==> config.mk <==
export PLATFORM = sky130hd
export DESIGN_NAME = stride_out_axis_bridge_flat
export DESIGN_NICKNAME = d
export VERILOG_FILES = /design/src/rtl/stride_out_axis_bridge_if.sv /design/src/rtl/stride_out_axis_bridge.sv /design/src/flat_wrapper.sv
export SDC_FILE = /design/constraint.sdc
export NUM_CORES = 1
export LEC_CHECK = 0
export ABC_CLOCK_PERIOD_IN_PS = 9680
export BUFFER_PORTS_ARGS = -buffer_cell sky130_fd_sc_hd__buf_2
export CAP_MARGIN = 30
export CELL_PAD_IN_SITES_DETAIL_PLACEMENT = 1
export CELL_PAD_IN_SITES_GLOBAL_PLACEMENT = 1
export CORE_AREA = 2 2 134 136
export DETAILED_ROUTE_END_ITERATION = 8
export DIE_AREA = 0 0 136 138
export GPL_TIMING_DRIVEN = 0
export PLACE_DENSITY = 0.94
export REMOVE_ABC_BUFFERS = 1
export SLEW_MARGIN = 20
export SYNTH_ARGS = -nofsm -noshare
export SYNTH_HDL_FRONTEND = slang
export SYNTH_SLANG_ARGS = --single-unit
==> constraint.sdc <==
create_clock -name clk -period 9.68 [get_ports clk]
set_clock_uncertainty 0.15 [all_clocks]
set_input_delay 1.936 -clock clk [delete_from_list [all_inputs] [get_ports clk]]
set_output_delay 1.936 -clock clk [all_outputs]
set_load 0.005 [all_outputs]
==> src/rtl/stride_out_axis_bridge_if.sv <==
// ---------------------------------------------------------------------------
// stride_out_axis_bridge_if
//  Ready/valid beat stream with a final-beat marker. One instance carries the
//  feature stream from the stride/output FIFO stage into the bridge, a second
//  instance carries the AXI4-Stream beats from the bridge to the DMA.
//
//  Signals
//   data   DATA_WIDTH  beat payload               (source -> sink)
//   valid  1           source presents a beat     (source -> sink)
//   last   1           final beat marker          (source -> sink)
//   ready  1           sink accepts the beat      (sink -> source)
//
//  Modports
//   master  beat source (drives data/valid/last, observes ready)
//   slave   beat sink   (observes data/valid/last, drives ready)
// ---------------------------------------------------------------------------
interface stride_out_axis_bridge_if #(
    parameter int unsigned DATA_WIDTH = 64
);

    logic [DATA_WIDTH-1:0] data;
    logic                  valid;
    logic                  last;
    logic                  ready;

    modport master (
        output data,
        output valid,
        output last,
        input  ready
    );

    modport slave (
        input  data,
        input  valid,
        input  last,
        output ready
    );

endinterface

==> src/rtl/stride_out_axis_bridge.sv <==
// ---------------------------------------------------------------------------
// stride_out_axis_bridge
//  Downstream neighbour of the stride/output FIFO stage. Accepts the ready/
//  valid feature stream and re-times it onto an AXI4-Stream master for the
//  DMA write channel through a two-entry skid buffer (output register plus
//  skid register), so the upstream ready is a flop and never a combinational
//  function of the DMA tready.
//
//  A layer is armed by a one-cycle start pulse carrying the layer's beat
//  count. The beat count is authoritative: TLAST is attached to the beat whose
//  index is total_beats-1 and the upstream Last flag is only cross-checked
//  against it (sticky err_last). done pulses once, the cycle after the TLAST
//  beat is accepted by the DMA. A start with total_beats==0 produces a done
//  pulse without moving any data.
//
//  Parameters
//   DATA_WIDTH  beat width (matches the AXI data width)
//   CNT_WIDTH   width of the beat counter and total_beats
//
//  Ports
//   clk          clock
//   rst          synchronous, active-high reset; aborts a layer without done
//   start        1-cycle pulse: latch total_beats and arm (ignored while busy)
//   total_beats  beats in this layer
//   s            slave stream from the stride stage (data/valid/last/ready)
//   m_axis       master AXI4-Stream to the DMA (tdata/tvalid/tlast/tready)
//   busy         layer in progress
//   done         1-cycle pulse: final beat accepted by the DMA
//   err_last     sticky: upstream Last disagreed with the beat count
// ---------------------------------------------------------------------------
module stride_out_axis_bridge #(
    parameter int unsigned DATA_WIDTH = 64,
    parameter int unsigned CNT_WIDTH  = 24
) (
    input  logic                  clk,
    input  logic                  rst,
    input  logic                  start,
    input  logic [CNT_WIDTH-1:0]  total_beats,
    stride_out_axis_bridge_if.slave  s,
    stride_out_axis_bridge_if.master m_axis,
    output logic                  busy,
    output logic                  done,
    output logic                  err_last
);

    typedef enum logic [1:0] {
        IDLE  = 2'd0,
        RUN   = 2'd1,
        DRAIN = 2'd2
    } state_t;

    // Layer control state
    state_t                 state_q,      state_d;
    logic [CNT_WIDTH-1:0]   total_q,      total_d;
    logic [CNT_WIDTH-1:0]   in_cnt_q,     in_cnt_d;

    // Skid buffer: output register presented to the DMA, skid register behind it
    logic                   out_valid_q,  out_valid_d;
    logic                   out_last_q,   out_last_d;
    logic [DATA_WIDTH-1:0]  out_data_q,   out_data_d;
    logic                   skid_valid_q, skid_valid_d;
    logic                   skid_last_q,  skid_last_d;
    logic [DATA_WIDTH-1:0]  skid_data_q,  skid_data_d;

    // Registered outputs
    logic                   s_ready_q,    s_ready_d;
    logic                   busy_q,       busy_d;
    logic                   done_q,       done_d;
    logic                   err_q,        err_d;

    // Per-cycle qualifiers
    logic                   accept;
    logic                   out_fire;
    logic                   out_free;
    logic                   in_final;

    // Next-state, counting, error tracking and skid-buffer steering
    always_comb begin
        accept   = s.valid & s_ready_q;
        out_fire = out_valid_q & m_axis.ready;
        out_free = ~out_valid_q | m_axis.ready;
        in_final = (in_cnt_q == (total_q - CNT_WIDTH'(1)));

        state_d      = state_q;
        total_d      = total_q;
        in_cnt_d     = in_cnt_q;
        out_valid_d  = out_valid_q;
        out_last_d   = out_last_q;
        out_data_d   = out_data_q;
        skid_valid_d = skid_valid_q;
        skid_last_d  = skid_last_q;
        skid_data_d  = skid_data_q;
        err_d        = err_q;
        done_d       = 1'b0;

        unique case (state_q)
            IDLE: begin
                if (start) begin
                    err_d = 1'b0;
                    if (total_beats != '0) begin
                        state_d  = RUN;
                        total_d  = total_beats;
                        in_cnt_d = '0;
                    end else begin
                        // Empty layer: nothing to move, report completion
                        done_d = 1'b1;
                    end
                end
            end

            RUN: begin
                if (accept) begin
                    in_cnt_d = in_cnt_q + CNT_WIDTH'(1);
                    // Upstream Last must coincide exactly with the final counted beat
                    if (s.last != in_final) begin
                        err_d = 1'b1;
                    end
                    if (in_final) begin
                        state_d = DRAIN;
                    end
                end
            end

            DRAIN: begin
                // TLAST beat is the youngest beat, so its handshake empties the buffer
                if (out_fire && out_last_q) begin
                    state_d = IDLE;
                    done_d  = 1'b1;
                end
            end

            default: begin
                state_d = IDLE;
            end
        endcase

        // Output register refills from the skid entry first to keep beat order
        if (out_free) begin
            if (skid_valid_q) begin
                out_valid_d  = 1'b1;
                out_data_d   = skid_data_q;
                out_last_d   = skid_last_q;
                skid_valid_d = accept;
                if (accept) begin
                    skid_data_d = s.data;
                    skid_last_d = in_final;
                end
            end else if (accept) begin
                out_valid_d = 1'b1;
                out_data_d  = s.data;
                out_last_d  = in_final;
            end else begin
                out_valid_d = 1'b0;
            end
        end else if (accept) begin
            // Output stalled: the accepted beat parks in the skid register
            skid_valid_d = 1'b1;
            skid_data_d  = s.data;
            skid_last_d  = in_final;
        end

        // Ready is registered: only offer a slot when the skid entry will be free
        s_ready_d = (state_d == RUN) & ~skid_valid_d;
        busy_d    = (state_d != IDLE);
    end

    // Control and flag registers
    always_ff @(posedge clk) begin
        if (rst) begin
            state_q      <= IDLE;
            total_q      <= '0;
            in_cnt_q     <= '0;
            out_valid_q  <= 1'b0;
            out_last_q   <= 1'b0;
            skid_valid_q <= 1'b0;
            skid_last_q  <= 1'b0;
            s_ready_q    <= 1'b0;
            busy_q       <= 1'b0;
            done_q       <= 1'b0;
            err_q        <= 1'b0;
        end else begin
            state_q      <= state_d;
            total_q      <= total_d;
            in_cnt_q     <= in_cnt_d;
            out_valid_q  <= out_valid_d;
            out_last_q   <= out_last_d;
            skid_valid_q <= skid_valid_d;
            skid_last_q  <= skid_last_d;
            s_ready_q    <= s_ready_d;
            busy_q       <= busy_d;
            done_q       <= done_d;
            err_q        <= err_d;
        end
    end

    // Beat payload registers; contents only matter while the matching valid is set
    always_ff @(posedge clk) begin
        out_data_q  <= out_data_d;
        skid_data_q <= skid_data_d;
    end

    assign s.ready       = s_ready_q;
    assign m_axis.data   = out_data_q;
    assign m_axis.valid  = out_valid_q;
    assign m_axis.last   = out_last_q;
    assign busy          = busy_q;
    assign done          = done_q;
    assign err_last      = err_q;

endmodule
==> src/flat_wrapper.sv <==
// flat-port wrapper written by rule: the top's interface ports become plain ports
module stride_out_axis_bridge_flat 
#(
    parameter int unsigned DATA_WIDTH = 64,
    parameter int unsigned CNT_WIDTH  = 24
)
  (clk, rst, start, total_beats, busy, done, err_last, s_data, s_valid, s_last, s_ready, m_axis_data, m_axis_valid, m_axis_last, m_axis_ready);
  stride_out_axis_bridge_if #(.DATA_WIDTH(DATA_WIDTH)) s_i ();
  stride_out_axis_bridge_if #(.DATA_WIDTH(DATA_WIDTH)) m_axis_i ();
  input  logic clk;
  input  logic rst;
  input  logic start;
  input  logic [CNT_WIDTH-1:0] total_beats;
  output logic busy;
  output logic done;
  output logic err_last;
  input wire logic [$bits(s_i.data)-1:0] s_data;
  input wire logic [$bits(s_i.valid)-1:0] s_valid;
  input wire logic [$bits(s_i.last)-1:0] s_last;
  output wire logic [$bits(s_i.ready)-1:0] s_ready;
  output wire logic [$bits(m_axis_i.data)-1:0] m_axis_data;
  output wire logic [$bits(m_axis_i.valid)-1:0] m_axis_valid;
  output wire logic [$bits(m_axis_i.last)-1:0] m_axis_last;
  input wire logic [$bits(m_axis_i.ready)-1:0] m_axis_ready;
  assign s_i.data = s_data;
  assign s_i.valid = s_valid;
  assign s_i.last = s_last;
  assign s_ready = s_i.ready;
  assign m_axis_data = m_axis_i.data;
  assign m_axis_valid = m_axis_i.valid;
  assign m_axis_last = m_axis_i.last;
  assign m_axis_i.ready = m_axis_ready;
  stride_out_axis_bridge #(.DATA_WIDTH(DATA_WIDTH), .CNT_WIDTH(CNT_WIDTH)) u_core (.clk(clk), .rst(rst), .start(start), .total_beats(total_beats), .s(s_i), .m_axis(m_axis_i), .busy(busy), .done(done), .err_last(err_last));
endmodule
==> summary.txt <==
Synthesis-stage register bit count: 186
Final Instance Count excl. Fillers: 1034
Final critical delay including setup and external delays: 4.56 ns
Number of design rule violations left after detail routing: 0
Post-route fraction of the period consumed by the critical path: 47.1%
Setup repair after global routing missed its margin: no
Critical setup path kind: input port to register
Number of global-route vias before repair: 5881
Compound-cell area share of the yosys netlist: 5.68%
Final number of hold-violating endpoints: 0
Main synth FF type: sky130_fd_sc_hd__edfxtp_1
Clock tree from TritonCTS: built
Critical Path AT: 4.76 ns
Die outline width: 136 microns
Hold_buf cts: 0
Max transition margin: 37.5%
Quantity of I/O buffers inserted on ports: 163
Pin slew with the least headroom to its limit: 0.938 ns
Area enclosed by the die boundary: 18800 sq um
Post-synth EDFFs: 128
Share of async-settable or async-resettable flops after synthesis: 0%
Max-slew violations: 0
Detail Route Antenna Nets: 0
Post-synth design cell area: 7990 sq um
Layout overhead on the synthesized area: 22.4%
Antenna violations before repair: 0
Worst path required time: 9.88 ns
First-iteration detailed-routing DRC count: 272
Highest Clock Rate: 0.219 GHz
Skew-Pair Late Insertion Delay: 0.44 ns
Overflow left after global routing: 0
Number of resized instances in the post-cts repair step: 0
Average instance area after synthesis: 12.7 sq um
Result of the run: completed
Portion of total power attributed to sequential cells: 50.3%
Global placement routability congestion: 0.845
First-pass iteration count of the detailed router: 4
H-tree lvl count: 4
Pleak: 3.61 nW
Core occupancy in the finished layout: 55.8%
GRT Util Overall: 21.4%
Sw Share: 25.0%
Count of antenna diodes in the layout: 0
Vias post-DR: 5594
Final Net Count: 888
Clock power share: 39.2%
Cell Rows: 49
TritonCTS buffer count: 17
Clock Sink Count: 186
Count of maximum capacitance violations: 0
Dominant combinational cell family by area after synthesis: simple AND/OR/NAND/NOR gates
Setup-failing EPs final: 0
Final wirelength: 19700 microns
Initial cell density of the core: 45.6%
Y dimension of the die: 138 microns
Yosys warning total: 0
IO Count: 164
Area inside the core boundary: 17500 sq um
Power share of the combinational group: 10.5%
Simple-Gate Fraction of Synth Area: 13.7%
Kind of cell with the highest combined delay on the critical path: simple AND/OR/NAND/NOR gates
Average vias per placed instance: 5.41
CP peak stage delay: 0.69 ns
Number of instances in the synthesized netlist: 630
Global-route wire length before repair: 31200 microns
Final-layout setup total negative slack: 0 ns
Per-cell routed wire length: 19.0 microns
Largest fanout of any net on the critical path: 24
Class of the tightest hold or removal check: register to register
Estimated wirelength of the detail-placed design: 14600 microns
Switching power: 0.443 mW
Int Pwr: 1.33 mW
Proportion of synthesized area in mux cells: 10.0%
List of cells traversed by the critical path: buf_2, nor4_1, nand4_1, o21ai_1, a21oi_1, nand2_1, nand2_1, a21oi_1
Adder and majority gate portion of the synthesized area: 0.313%
Share of the synthesized netlist area taken by xor and xnor gates: 5.81%
Clk root buf: sky130_fd_sc_hd__clkbuf_16
Slowest CP cell: sky130_fd_sc_hd__nand2_1
Endpoint kind of the worst setup timing path: register
Share of cells above drive strength 1: 35.9%
Maximum number of pins on one net before global-route repair: 39
# placed instances: 1001
Reg clk slew, reported paths: 0.07 ns
Buffers & Inverters on Critical Path: 1
Layout filler cell count: 1833
Hold Worst Slack: 0.326 ns
Critical Path Source Type: input port
Maximum clock insertion buffer count: 2
Count of distinct cell types in the synthesized netlist: 62
Power density over cell area: 181 nW/um^2
Post-CTS repair timing setup buffer count: 0
Worst vdd rail ir drop: 0.132 mV
Sequential cell area fraction in the yosys report: 62.6%
cell usage in the layout (no fill, tap or decap), types with 5 or more instances in the layout:
cell and count:
sky130_fd_sc_hd__a21oi_1 37, sky130_fd_sc_hd__buf_2 163, sky130_fd_sc_hd__clkbuf_16 17, sky130_fd_sc_hd__dfxtp_1 57
sky130_fd_sc_hd__edfxtp_1 128, sky130_fd_sc_hd__inv_1 7, sky130_fd_sc_hd__inv_8 5, sky130_fd_sc_hd__mux2_2 67
sky130_fd_sc_hd__nand2_1 72, sky130_fd_sc_hd__nand2b_1 5, sky130_fd_sc_hd__nand3_1 12, sky130_fd_sc_hd__nand4_1 15
sky130_fd_sc_hd__nor2_1 35, sky130_fd_sc_hd__nor2b_1 6, sky130_fd_sc_hd__nor3_1 8, sky130_fd_sc_hd__nor4_1 15
sky130_fd_sc_hd__o21ai_0 8, sky130_fd_sc_hd__or4_1 5, sky130_fd_sc_hd__xnor2_1 20, sky130_fd_sc_hd__xor2_1 33
final timing paths:
path	slack, ns	from	depth (start not counted)	end
setup reg to reg	6.58	u_core.total_q[0]	9	u_core.s.ready
hold reg to reg	0.33	u_core.skid_last_q	2	u_core.m_axis.last
setup / recovery	5.12	total_beats[0]	8	u_core.total_q[19]
hold / removal	0.33	u_core.skid_last_q	2	u_core.m_axis.last
worst register-to-register path: stages, from the launching register on:
cell and delay (ns):
sky130_fd_sc_hd__dfxtp_1 0.37, sky130_fd_sc_hd__inv_1 0.08, sky130_fd_sc_hd__ha_1 0.22, sky130_fd_sc_hd__nor3b_2 0.40, sky130_fd_sc_hd__nand4_1 0.32, sky130_fd_sc_hd__or2_2 0.40
sky130_fd_sc_hd__nor4b_1 0.33, sky130_fd_sc_hd__o221a_1 0.35, sky130_fd_sc_hd__nand4_1 0.17, sky130_fd_sc_hd__nor3b_1 0.19
power by group through the flow:
stage / Sequential (mW) / Clock (mW) / Combinational, mW
2_1_floorplan: 0.908 / 0 / 0.108
3_5_place_dp: 0.910 / 0 / 0.184
3_3_place_gp: 0.910 / 0 / 0.170
6_report: 0.892 / 0.694 / 0.186
4_1_cts: 0.892 / 0.710 / 0.187
5_1_grt: 0.894 / 0.740 / 0.206
synth_stat cells (8+ instances only):
cell / number / area (sq um)
sky130_fd_sc_hd__mux2_2: 67 / 754
sky130_fd_sc_hd__edfxtp_1: 128 / 3840
sky130_fd_sc_hd__a21oi_1: 37 / 185
sky130_fd_sc_hd__nor4_1: 15 / 93.8
sky130_fd_sc_hd__buf_1: 8 / 30.0
sky130_fd_sc_hd__dfxtp_1: 58 / 1160
sky130_fd_sc_hd__nand3_1: 12 / 60.1
sky130_fd_sc_hd__nand4_1: 15 / 93.8
sky130_fd_sc_hd__o21ai_0: 8 / 40.0
sky130_fd_sc_hd__clkbuf_1: 20 / 75.1
sky130_fd_sc_hd__nor2_1: 36 / 135
sky130_fd_sc_hd__nand2_1: 72 / 270
sky130_fd_sc_hd__xor2_1: 33 / 289
sky130_fd_sc_hd__nor3_1: 9 / 45.0
sky130_fd_sc_hd__xnor2_1: 20 / 175
layout make-up:
class                      instances  area, sq um  area share [%]
sequential                       186         5010            51.2
multi-input combinational        407         2880            29.4
timing repair buffer             173          981            10.0
clock buffer                      18          429            4.39
tap                              229          287            2.93
clock inverter                    14          171            1.75
inverter                           7         26.3           0.269
flip-flops by register name, summed over array words and instances (netlist names):
signal	flops
u_core.m_axis.data	64
u_core.skid_data_q	64
u_core.in_cnt_q	24
u_core.total_q	24
u_core.state_q	2
u_core.busy	1
u_core.done	1
u_core.err_last	1
u_core.m_axis.last	1
u_core.m_axis.valid	1
u_core.s.ready	1
u_core.skid_last_q	1
u_core.skid_valid_q	1
kinds of logic (layout without fill, tap and decap cells):
logic type | count (synthesis) | count (layout)
simple gates | 210 | 210
flops | 186 | 186
compound gates | 71 | 71
mux | 71 | 71
xor+xnor | 53 | 53
buf+inv | 37 | 212
fa+ha+maj | 2 | 2
metrics by stage:
step / instance area (sq um) / power [mW] / setup slack [ns]
after floorplan: 7870 / 1.02 / 3.95
after global placement: 8970 / 1.08 / 1.91
after detailed placement: 9170 / 1.09 / 4.72
after CTS: 9770 / 1.79 / 5.10
after global routing: 9780 / 1.84 / 4.90
final: 9780 / 1.77 / 5.12
routing by layer:
layer / GRT usage (%) / wire, microns / vias up
li1: - / - / 2650
met1: 26.1 / 8180 / 2733
met2: 36.0 / 9690 / 175
met3: 6.20 / 1370 / 36
met4: 7.51 / 447 / 0
met5: 0 / 0 / -
No activity file was read; power rests on OpenSTA's default activity.
